===== src/rtl/burst_seq_pkg.sv =====
// Shared types and default sizing for the burst sequencer.
package burst_seq_pkg;

    localparam int BEAT_W_DEF         = 4;
    localparam int MAX_GRANT_WAIT_DEF = 4;
    localparam int STALL_MAX_DEF      = 8;

    typedef enum logic [2:0] {
        ST_IDLE     = 3'd0,
        ST_WAIT_MST = 3'd1,
        ST_XFER     = 3'd2,
        ST_DONE     = 3'd3,
        ST_ERR      = 3'd4
    } burst_state_e;

    typedef enum logic [1:0] {
        ERR_NONE     = 2'd0,
        ERR_GRANT_TO = 2'd1,
        ERR_STALL    = 2'd2,
        ERR_MST_DROP = 2'd3
    } burst_err_e;

endpackage


===== src/rtl/burst_seq_if.sv =====
// Host/master/slave handshake bundle around the burst sequencer.
interface burst_seq_if
    import burst_seq_pkg::*;
#(
    parameter int BEAT_W = BEAT_W_DEF
) ();
    logic              req;
    logic [BEAT_W-1:0] req_beats;
    logic              master_busy;
    logic              slave_busy;
    logic              err_clr;
    logic              burst_enable;
    logic              beat_valid;
    logic [BEAT_W-1:0] beat_cnt;
    logic              busy;
    logic              done;
    logic              err;
    burst_err_e        err_code;

    // Driving side: host request plus master/slave busy status.
    modport master (
        output req, req_beats, master_busy, slave_busy, err_clr,
        input  burst_enable, beat_valid, beat_cnt, busy, done, err, err_code
    );

    // Sequencer side.
    modport slave (
        input  req, req_beats, master_busy, slave_busy, err_clr,
        output burst_enable, beat_valid, beat_cnt, busy, done, err, err_code
    );
endinterface


===== src/rtl/burst_seq_sat_cnt.sv =====
// Saturating up-counter with synchronous clear and a terminal-count flag.
module burst_seq_sat_cnt #(
    parameter int WIDTH = 3,
    parameter int MAX   = 4,
    parameter int LIMIT = 4
) (
    input  logic clk,
    input  logic rst_n,
    input  logic clr,
    input  logic inc,
    output logic at_limit
);
    localparam logic [WIDTH-1:0] MAX_V   = WIDTH'(MAX);
    localparam logic [WIDTH-1:0] LIMIT_V = WIDTH'(LIMIT);

    logic [WIDTH-1:0] cnt;

    always_ff @(posedge clk or negedge rst_n) begin
        if (!rst_n) begin
            cnt <= '0;
        end else if (clr) begin
            cnt <= '0;
        end else if (inc && (cnt != MAX_V)) begin
            cnt <= cnt + 1'b1;
        end
    end

    assign at_limit = (cnt == LIMIT_V);
endmodule


===== src/rtl/burst_seq_ctrl.sv =====
// Burst handshake sequencer: grant window, beat counting, stall/drop error reporting.
//   state    | meaning
//   IDLE     | waiting for a non-zero host request
//   WAIT_MST | burst_enable up, waiting for master_busy to drop
//   XFER     | counting beats (master and slave both not busy)
//   DONE     | one-cycle completion pulse
//   ERR      | sticky error, held until err_clr
module burst_seq_ctrl
    import burst_seq_pkg::*;
#(
    parameter int BEAT_W         = BEAT_W_DEF,
    parameter int MAX_GRANT_WAIT = MAX_GRANT_WAIT_DEF,
    parameter int STALL_MAX      = STALL_MAX_DEF
) (
    input  logic      clk,
    input  logic      rst_n,
    burst_seq_if.slave bus
);
    localparam int WAIT_W  = $clog2(MAX_GRANT_WAIT + 1);
    localparam int STALL_W = $clog2(STALL_MAX + 2);

    burst_state_e      state, state_nxt;
    burst_err_e        err_code_q, err_code_d;
    logic [BEAT_W-1:0] len_q, len_d;
    logic [BEAT_W-1:0] beat_cnt_q, beat_cnt_d;
    logic [BEAT_W-1:0] beat_cnt_inc;
    logic              beat;
    logic              wait_clr, wait_inc, wait_at_lim;
    logic              stall_clr, stall_inc, stall_at_lim;

    burst_seq_sat_cnt #(
        .WIDTH (WAIT_W),
        .MAX   (MAX_GRANT_WAIT),
        .LIMIT (MAX_GRANT_WAIT)
    ) u_wait_cnt (
        .clk      (clk),
        .rst_n    (rst_n),
        .clr      (wait_clr),
        .inc      (wait_inc),
        .at_limit (wait_at_lim)
    );

    // Stall limit fires when the count already equals STALL_MAX, i.e. this stall would exceed it.
    burst_seq_sat_cnt #(
        .WIDTH (STALL_W),
        .MAX   (STALL_MAX + 1),
        .LIMIT (STALL_MAX)
    ) u_stall_cnt (
        .clk      (clk),
        .rst_n    (rst_n),
        .clr      (stall_clr),
        .inc      (stall_inc),
        .at_limit (stall_at_lim)
    );

    assign beat         = (state == ST_XFER) && !bus.master_busy && !bus.slave_busy;
    assign beat_cnt_inc = beat_cnt_q + 1'b1;

    always_comb begin
        state_nxt  = state;
        len_d      = len_q;
        beat_cnt_d = beat_cnt_q;
        err_code_d = err_code_q;
        wait_clr   = 1'b0;
        wait_inc   = 1'b0;
        stall_clr  = 1'b0;
        stall_inc  = 1'b0;
        case (state)
            ST_IDLE: begin
                if (bus.req && (bus.req_beats != '0)) begin
                    state_nxt  = ST_WAIT_MST;
                    len_d      = bus.req_beats;
                    beat_cnt_d = '0;
                    wait_clr   = 1'b1;
                    stall_clr  = 1'b1;
                end
            end
            ST_WAIT_MST: begin
                wait_inc = 1'b1;
                if (!bus.master_busy) begin
                    state_nxt = ST_XFER;
                end else if (wait_at_lim) begin
                    state_nxt  = ST_ERR;
                    err_code_d = ERR_GRANT_TO;
                end
            end
            ST_XFER: begin
                // Master drop wins even over a would-be final beat.
                if (bus.master_busy) begin
                    state_nxt  = ST_ERR;
                    err_code_d = ERR_MST_DROP;
                end else if (!bus.slave_busy) begin
                    beat_cnt_d = beat_cnt_inc;
                    stall_clr  = 1'b1;
                    if (beat_cnt_inc == len_q) begin
                        state_nxt = ST_DONE;
                    end
                end else begin
                    stall_inc = 1'b1;
                    if (stall_at_lim) begin
                        state_nxt  = ST_ERR;
                        err_code_d = ERR_STALL;
                    end
                end
            end
            ST_DONE: begin
                state_nxt = ST_IDLE;
            end
            ST_ERR: begin
                if (bus.err_clr) begin
                    state_nxt  = ST_IDLE;
                    err_code_d = ERR_NONE;
                    beat_cnt_d = '0;
                end
            end
            default: begin
                state_nxt = ST_IDLE;
            end
        endcase
    end

    always_ff @(posedge clk or negedge rst_n) begin
        if (!rst_n) begin
            state      <= ST_IDLE;
            len_q      <= '0;
            beat_cnt_q <= '0;
            err_code_q <= ERR_NONE;
        end else begin
            state      <= state_nxt;
            len_q      <= len_d;
            beat_cnt_q <= beat_cnt_d;
            err_code_q <= err_code_d;
        end
    end

    assign bus.burst_enable = (state == ST_WAIT_MST) || (state == ST_XFER);
    assign bus.busy         = (state != ST_IDLE);
    assign bus.done         = (state == ST_DONE);
    assign bus.err          = (state == ST_ERR);
    assign bus.err_code     = err_code_q;
    assign bus.beat_cnt     = beat_cnt_q;
    assign bus.beat_valid   = beat;
endmodule


===== src/flat_wrapper.sv =====
// flat-port wrapper written by rule: the top's interface ports become plain ports
module burst_seq_ctrl_flat import burst_seq_pkg::*;
#(
    parameter int BEAT_W         = BEAT_W_DEF,
    parameter int MAX_GRANT_WAIT = MAX_GRANT_WAIT_DEF,
    parameter int STALL_MAX      = STALL_MAX_DEF
)
  (clk, rst_n, bus_req, bus_req_beats, bus_master_busy, bus_slave_busy, bus_err_clr, bus_burst_enable, bus_beat_valid, bus_beat_cnt, bus_busy, bus_done, bus_err, bus_err_code);
  burst_seq_if #(.BEAT_W(BEAT_W)) bus_i ();
  input  logic clk;
  input  logic rst_n;
  input wire logic [$bits(bus_i.req)-1:0] bus_req;
  input wire logic [$bits(bus_i.req_beats)-1:0] bus_req_beats;
  input wire logic [$bits(bus_i.master_busy)-1:0] bus_master_busy;
  input wire logic [$bits(bus_i.slave_busy)-1:0] bus_slave_busy;
  input wire logic [$bits(bus_i.err_clr)-1:0] bus_err_clr;
  output wire logic [$bits(bus_i.burst_enable)-1:0] bus_burst_enable;
  output wire logic [$bits(bus_i.beat_valid)-1:0] bus_beat_valid;
  output wire logic [$bits(bus_i.beat_cnt)-1:0] bus_beat_cnt;
  output wire logic [$bits(bus_i.busy)-1:0] bus_busy;
  output wire logic [$bits(bus_i.done)-1:0] bus_done;
  output wire logic [$bits(bus_i.err)-1:0] bus_err;
  output wire logic [$bits(bus_i.err_code)-1:0] bus_err_code;
  assign bus_i.req = bus_req;
  assign bus_i.req_beats = bus_req_beats;
  assign bus_i.master_busy = bus_master_busy;
  assign bus_i.slave_busy = bus_slave_busy;
  assign bus_i.err_clr = bus_err_clr;
  assign bus_burst_enable = bus_i.burst_enable;
  assign bus_beat_valid = bus_i.beat_valid;
  assign bus_beat_cnt = bus_i.beat_cnt;
  assign bus_busy = bus_i.busy;
  assign bus_done = bus_i.done;
  assign bus_err = bus_i.err;
  assign bus_err_code = bus_i.err_code;
  burst_seq_ctrl #(.BEAT_W(BEAT_W), .MAX_GRANT_WAIT(MAX_GRANT_WAIT), .STALL_MAX(STALL_MAX)) u_core (.clk(clk), .rst_n(rst_n), .bus(bus_i));
endmodule

===== config.mk =====
export PLATFORM = sky130hd
export DESIGN_NAME = burst_seq_ctrl_flat
export DESIGN_NICKNAME = d
export VERILOG_FILES = /design/src/rtl/burst_seq_pkg.sv /design/src/rtl/burst_seq_if.sv /design/src/rtl/burst_seq_sat_cnt.sv /design/src/rtl/burst_seq_ctrl.sv /design/src/flat_wrapper.sv
export SDC_FILE = /design/constraint.sdc
export NUM_CORES = 1
export LEC_CHECK = 0
export CORE_MARGIN = 2
export CORE_UTILIZATION = 53
export CTS_BUF_LIST = sky130_fd_sc_hd__clkbuf_4 sky130_fd_sc_hd__clkbuf_8
export DETAILED_ROUTE_END_ITERATION = 12
export PLACE_DENSITY = 0.85
export SYNTH_ARGS = -nofsm -noshare
export SYNTH_HDL_FRONTEND = slang
export SYNTH_SLANG_ARGS = --single-unit
export TNS_END_PERCENT = 1

===== constraint.sdc =====
create_clock -name clk -period 4.8 [get_ports clk]
set_input_delay 1.44 -clock clk [delete_from_list [all_inputs] [get_ports clk]]
set_output_delay 1.44 -clock clk [all_outputs]
set_load 0.05 [all_outputs]

Word level (Yosys, flattened, before mapping):

Index checks and enable logic that the tools add are counted.

* logic and storage cells: 82
* output and inout port bits: 11
* bits in registers: 20
* input port bits: 10

* mux-type cells: 34
* reductions and logical operators: 19
* add/subtract/negate cells: 3
* equal/unequal tests: 20

Operators by type and width (number)
* $mux W3: 10
* $mux W4: 6
* $mux W2: 6
* $pmux W3 S4: 1
* $pmux W4 S3: 1
* $ne A2 B2 Y1 const B: 5
* $reduce_and A5 Y1: 2
* $ne A3 B3 Y1 const B: 3
* $reduce_bool A3 Y1: 3
* $add A4 B1 Y4 const B: 2
* $mux W1: 8
* $ne A4 B4 Y1 const B: 2
* $eq A3 B2 Y1 const B: 2
* $eq A3 B3 Y1 const B: 2
* $pmux W2 S3: 1
* $reduce_and A6 Y1: 1
* $logic_and A1 B1 Y1: 5
* $eq A4 B4 Y1: 1
* $eq A4 B4 Y1 const B: 1
* $ne A4 B3 Y1 const B: 1
* $reduce_bool A2 Y1: 2
* $reduce_bool A4 Y1: 1
* $add A3 B1 Y3 const B: 1
* $eq A3 B1 Y1 const B: 1
* other kinds (7): 8

Depth between registers and ports, before layout:

Gate-level depths: netlist (run 1).

* depth after elaboration: 6
* depth in mapped cells: 6
* mapped depth without buffers: 6

By module:

A second synthesis (run 1) with hierarchy kept.

* cell total of the unflattened synthesis: 126
* area, all modules: 1386.3 um^2

Modules (own cells, without submodules)
* burst_seq_ctrl: times used 1, area each 915.9 um^2, cells an instance 83, sequential area each 325.3 um^2
* burst_seq_sat_cnt at u_core.u_stall_cnt: times used 1, area each 272.8 um^2, cells an instance 25, sequential area each 100.1 um^2
* burst_seq_sat_cnt at u_core.u_wait_cnt: times used 1, area each 197.7 um^2, cells an instance 18, sequential area each 75.1 um^2

Least setup slack after synthesis (run 1):

Ideal clock, no wire load.

* path kind: input-to-output
* start: input bus_master_busy
* end: output bus_beat_valid
* buffers on the path: 1
* arrival time: 2.379 ns
* required time: 3.360 ns
* stages on the path: 4
* slack: 0.981 ns
* path through: buf_6 or3_4 or2_4 clkinv_2

* cells in the longest elaborated chain, start to end: 3

RTL lines
* from (decl): RTL line flat_wrapper.sv:14 `input wire logic [$bits(bus_i.master_busy)-1:0] bus_master_busy;`
* $logic_not A1 Y1: RTL line burst_seq_ctrl.sv:56 `assign beat = (state == ST_XFER) && !bus.master_busy && !bus.slave_busy;`
* $logic_and A1 B1 Y1 (2 in a row): RTL line burst_seq_ctrl.sv:56
* to (decl): RTL line flat_wrapper.sv:18 `output wire logic [$bits(bus_i.beat_valid)-1:0] bus_beat_valid;`

No other way between the ends.

Final worst setup path (run 1):

* start: input bus_slave_busy
* end: output bus_beat_valid

* cells in the longest elaborated chain, start to end: 2

RTL lines
* from (decl): RTL line flat_wrapper.sv:15 `input wire logic [$bits(bus_i.slave_busy)-1:0] bus_slave_busy;`
* $logic_not A1 Y1: RTL line burst_seq_ctrl.sv:56
* $logic_and A1 B1 Y1: RTL line burst_seq_ctrl.sv:56

No other way between the ends.

==> results.py, run 1 <==
metrics = {
    "outcome": {
        "status": "completed",
    },
    "detailed_routing": {
        "wirelength_mm": 2.515,
        "drt_first_pass_iters": 4,
        "ant_nets": 0,
        "wl_per_cell_um": 14.71,
        "first_iter_violations": 22,
        "vias": 992,
        "via_per_inst": 5.801,
        "route.detailed.drc": 0,
    },
    "cells_and_area": {
        "fin_area_um2": 1549,
        "final_common_cell": "dfrtp_1",
        "final_nets": 160,
        "diodes": 0,
        "syn_to_final_growth_pct": 20.90,
        "finalCoreUtilization_pct": 68.70,
        "final_cell_mix": "dfrtp_1 (20), clkdlybuf4s50_1 (19), inv_1 (8), nand3_1 (7), nor2_1 (7)",
        "layout-drive-gt1-share_pct": 11.89,
    },
    "die": {
        "fp.dieH_um": 53.17,
        "ioPinCount": 21,
        "rows": 17,
        "initial_core_util_pct": 56.83,
        "die_area_um2": 2827,
        "die_w_um": 53.17,
        "coreArea_um2": 2255,
    },
    "synth": {
        "syn_nets": 139,
        "syn_area_um2": 1281,
        "synth_cells": 123,
        "ys_ff_latch": 20,
        "ys_seq_area_share_pct": 39.06,
        "syn_area_per_cell_um2": 10.42,
        "yosysWarningCount": 0,
        "synth-edff-count": 0,
        "ys.flop_type": "dfrtp_1",
        "synthDistinctLibCells": 45,
        "synth-async-reset-ratio_pct": 100.0,
    },
    "place": {
        "hpwl_mm": 1.904,
        "gp_congestion": 0.8191,
        "dpl_cell_area_um2": 1496,
        "io_buffers": 20,
    },
    "clock_network": {
        "ctsResizeCount": 0,
        "clock_sinks": 20,
        "path_clk_slew_ns": 0.13,
        "cts_made_buffers": 3,
        "cts_tree": "yes",
        "insertion_delay_ns": 0.31,
        "cts_buffer_depth": 2,
        "cts_hold_buf": 0,
        "cts_setup_buffers": 0,
        "htree_levels": 1,
        "ctsRootBufferMaster": "clkbuf_4",
    },
    "grt": {
        "grt_max_degree": 21,
        "grt-ovfl-total": 0,
        "grt_pass1_wl_mm": 4.243,
        "antenna_found_initial": 0,
        "grt_pass1_vias": 966,
        "grt_use_total_pct": 20.49,
    },
    "timing": {
        "min_period_ns": 4.324,
        "final-setup-viol-count": 0,
        "finalHoldViolations": 0,
        "finalClockSkew_ns": 0.01654,
        "period_share_pct": 90.09,
        "relSlewSlack_pct": 41.26,
        "slew_viol_final": 0,
        "setup_tns_ns": 0,
        "tightest_slew_ns": 0.8783,
        "fmax_ghz": 0.2313,
        "rsz0062_at_grt": "false",
    },
    "power": {
        "irDropWorstVdd_mv": 0.3582,
        "p_leak_nw": 0.6814,
        "powerDensity_nw_per_um2": 615.4,
    },
    "worst_setup_path": {
        "critPathLaunchType": "input port",
        "cp_cell_sequence": "clkdlybuf4s50_1, or3_4, or2_4, clkinv_2, buf_12",
        "slowest_stage": "clkdlybuf4s50_1",
        "end_kind": "primary output",
        "crit_required_ns": 3.36,
        "max_stage_delay_ns": 0.51,
        "arrival_ns": 2.88,
        "crit_fanout": 9,
        "critPathKind": "input port to primary output",
    },
    "hold_path": {
        "hold_path.class": "register to register",
    },
    "run": {
        "maxCapViolCount": 0,
    },
}
registers in the layout (all words and copies together), names as in the netlist:
register	flops
u_core.bus.beat_cnt	4
u_core.len_q	4
u_core.u_stall_cnt.cnt	4
u_core.u_wait_cnt.cnt	3
u_core.bus.err_code	2
u_core.state	3
path summary, 6_finish.rpt:
check	start	to	slack [ns]	depth (start not counted)
max	bus_slave_busy	bus_beat_valid	0.48	5
min	u_core.len_q[3]	u_core.len_q[3]	0.54	1
max reg2reg	u_core.state[0]	u_core.len_q[0]	2.61	4
min reg2reg	u_core.len_q[3]	u_core.len_q[3]	0.54	1
max in group asynchronous	rst_n	u_core.u_stall_cnt.cnt[0]	2.63	1
min in group asynchronous	rst_n	u_core.state[1]	1.61	1
stage by stage:
stage / std cells / setup slack [ns] / hold WS (ns) / total power, mW
final: 171 / 0.4759 / 0.5368 / 0.9533
after global routing: 171 / 0.4262 / 0.5624 / 1.020
after CTS: 171 / 0.4798 / 0.5338 / 0.9567
after global placement: 167 / 0.5027 / 0.4978 / 0.7983
after detailed placement: 167 / 0.4834 / 0.5129 / 0.8165
after floorplan: 123 / 0.9807 / 0.4782 / 0.6887
worst max-delay path: cells and delay by family:
| family | cells | cell delay [ns] |
|---|---|---|
| simple gates | 2 | 0.65 |
| buf+inv | 3 | 0.79 |
layout make-up:
class / count / area (um2)
Clock buffer: 3 / 22.52
Clock inverter: 1 / 30.03
Fill cell: 175 / 705.7
Inverter: 9 / 35.03
Multi-Input combinational cell: 89 / 708.2
Sequential cell: 20 / 500.5
Tap cell: 28 / 35.03
Timing Repair Buffer: 21 / 217.7
report_power, final:
group          internal [mW]  switching (mW)  leakage (nW)
combinational          0.214           0.289         0.397
sequential             0.228          0.0837         0.256
clock                 0.0844          0.0551        0.0279
cell usage after synthesis, types with 2 or more instances:
cell	instances	area, um2
dfrtp_1	20	500.5
inv_1	8	30.03
nand3_1	7	35.03
nor2_1	7	26.28
ha_1	6	75.07
nand2_1	5	18.77
nor3_1	5	25.02
xnor2_1	5	43.79
xor2_1	5	43.79
a21oi_1	3	15.01
a22o_1	3	26.28
a31oi_1	3	18.77
buf_2	3	15.01
mux2_1	3	33.78
mux2i_1	3	30.03
and3_1	2	12.51
and4b_1	2	20.02
buf_6	2	22.52
nand3b_1	2	15.01
nor3b_1	2	15.01
nor3b_2	2	25.02
o21ai_1	2	10.01
logic make-up after synthesis:
logic type               synth area share [%]
buffers and inverters                   5.663
AO/OA/AOI/OAI                           13.67
adder cells (fa/ha/maj)                 5.859
AND/OR/NAND/NOR                         21.19
multiplexers                            5.859
flip-flops                              39.06
XOR/XNOR                                8.691
per-layer routing:
layer  track usage, %  up-vias  part of all wire (%)
li1                 -      481                     -
met1            26.90      485                    47
met2            33.75       24                    48
met3            3.390        2                   4.5
met4            7.692        0                  0.32
met5                0        -                     0
(Power assumes the default switching activity.)
==> inputs of run 2 (changes only) <==
--- a/config.mk
+++ b/config.mk
@@ -5,9 +5,9 @@
 export SDC_FILE = /design/constraint.sdc
 export NUM_CORES = 1
 export LEC_CHECK = 0
+export ABC_CLOCK_PERIOD_IN_PS = 4800
 export CORE_MARGIN = 2
 export CORE_UTILIZATION = 53
-export CTS_BUF_LIST = sky130_fd_sc_hd__clkbuf_4 sky130_fd_sc_hd__clkbuf_8
 export DETAILED_ROUTE_END_ITERATION = 12
 export PLACE_DENSITY = 0.85
 export SYNTH_ARGS = -nofsm -noshare
==> results of run 2 <==
No change in the layout: final DEF, timing and power equal those of run 1.
==> inputs of run 3 (changes only) <==
--- a/config.mk
+++ b/config.mk
@@ -8,6 +8,7 @@
 export ABC_CLOCK_PERIOD_IN_PS = 4800
 export CORE_MARGIN = 2
 export CORE_UTILIZATION = 53
+export CTS_CLUSTER_SIZE = 25
 export DETAILED_ROUTE_END_ITERATION = 12
 export PLACE_DENSITY = 0.85
 export SYNTH_ARGS = -nofsm -noshare
==> results of run 3 <==
No change in the layout: final DEF, timing and power equal those of run 1.
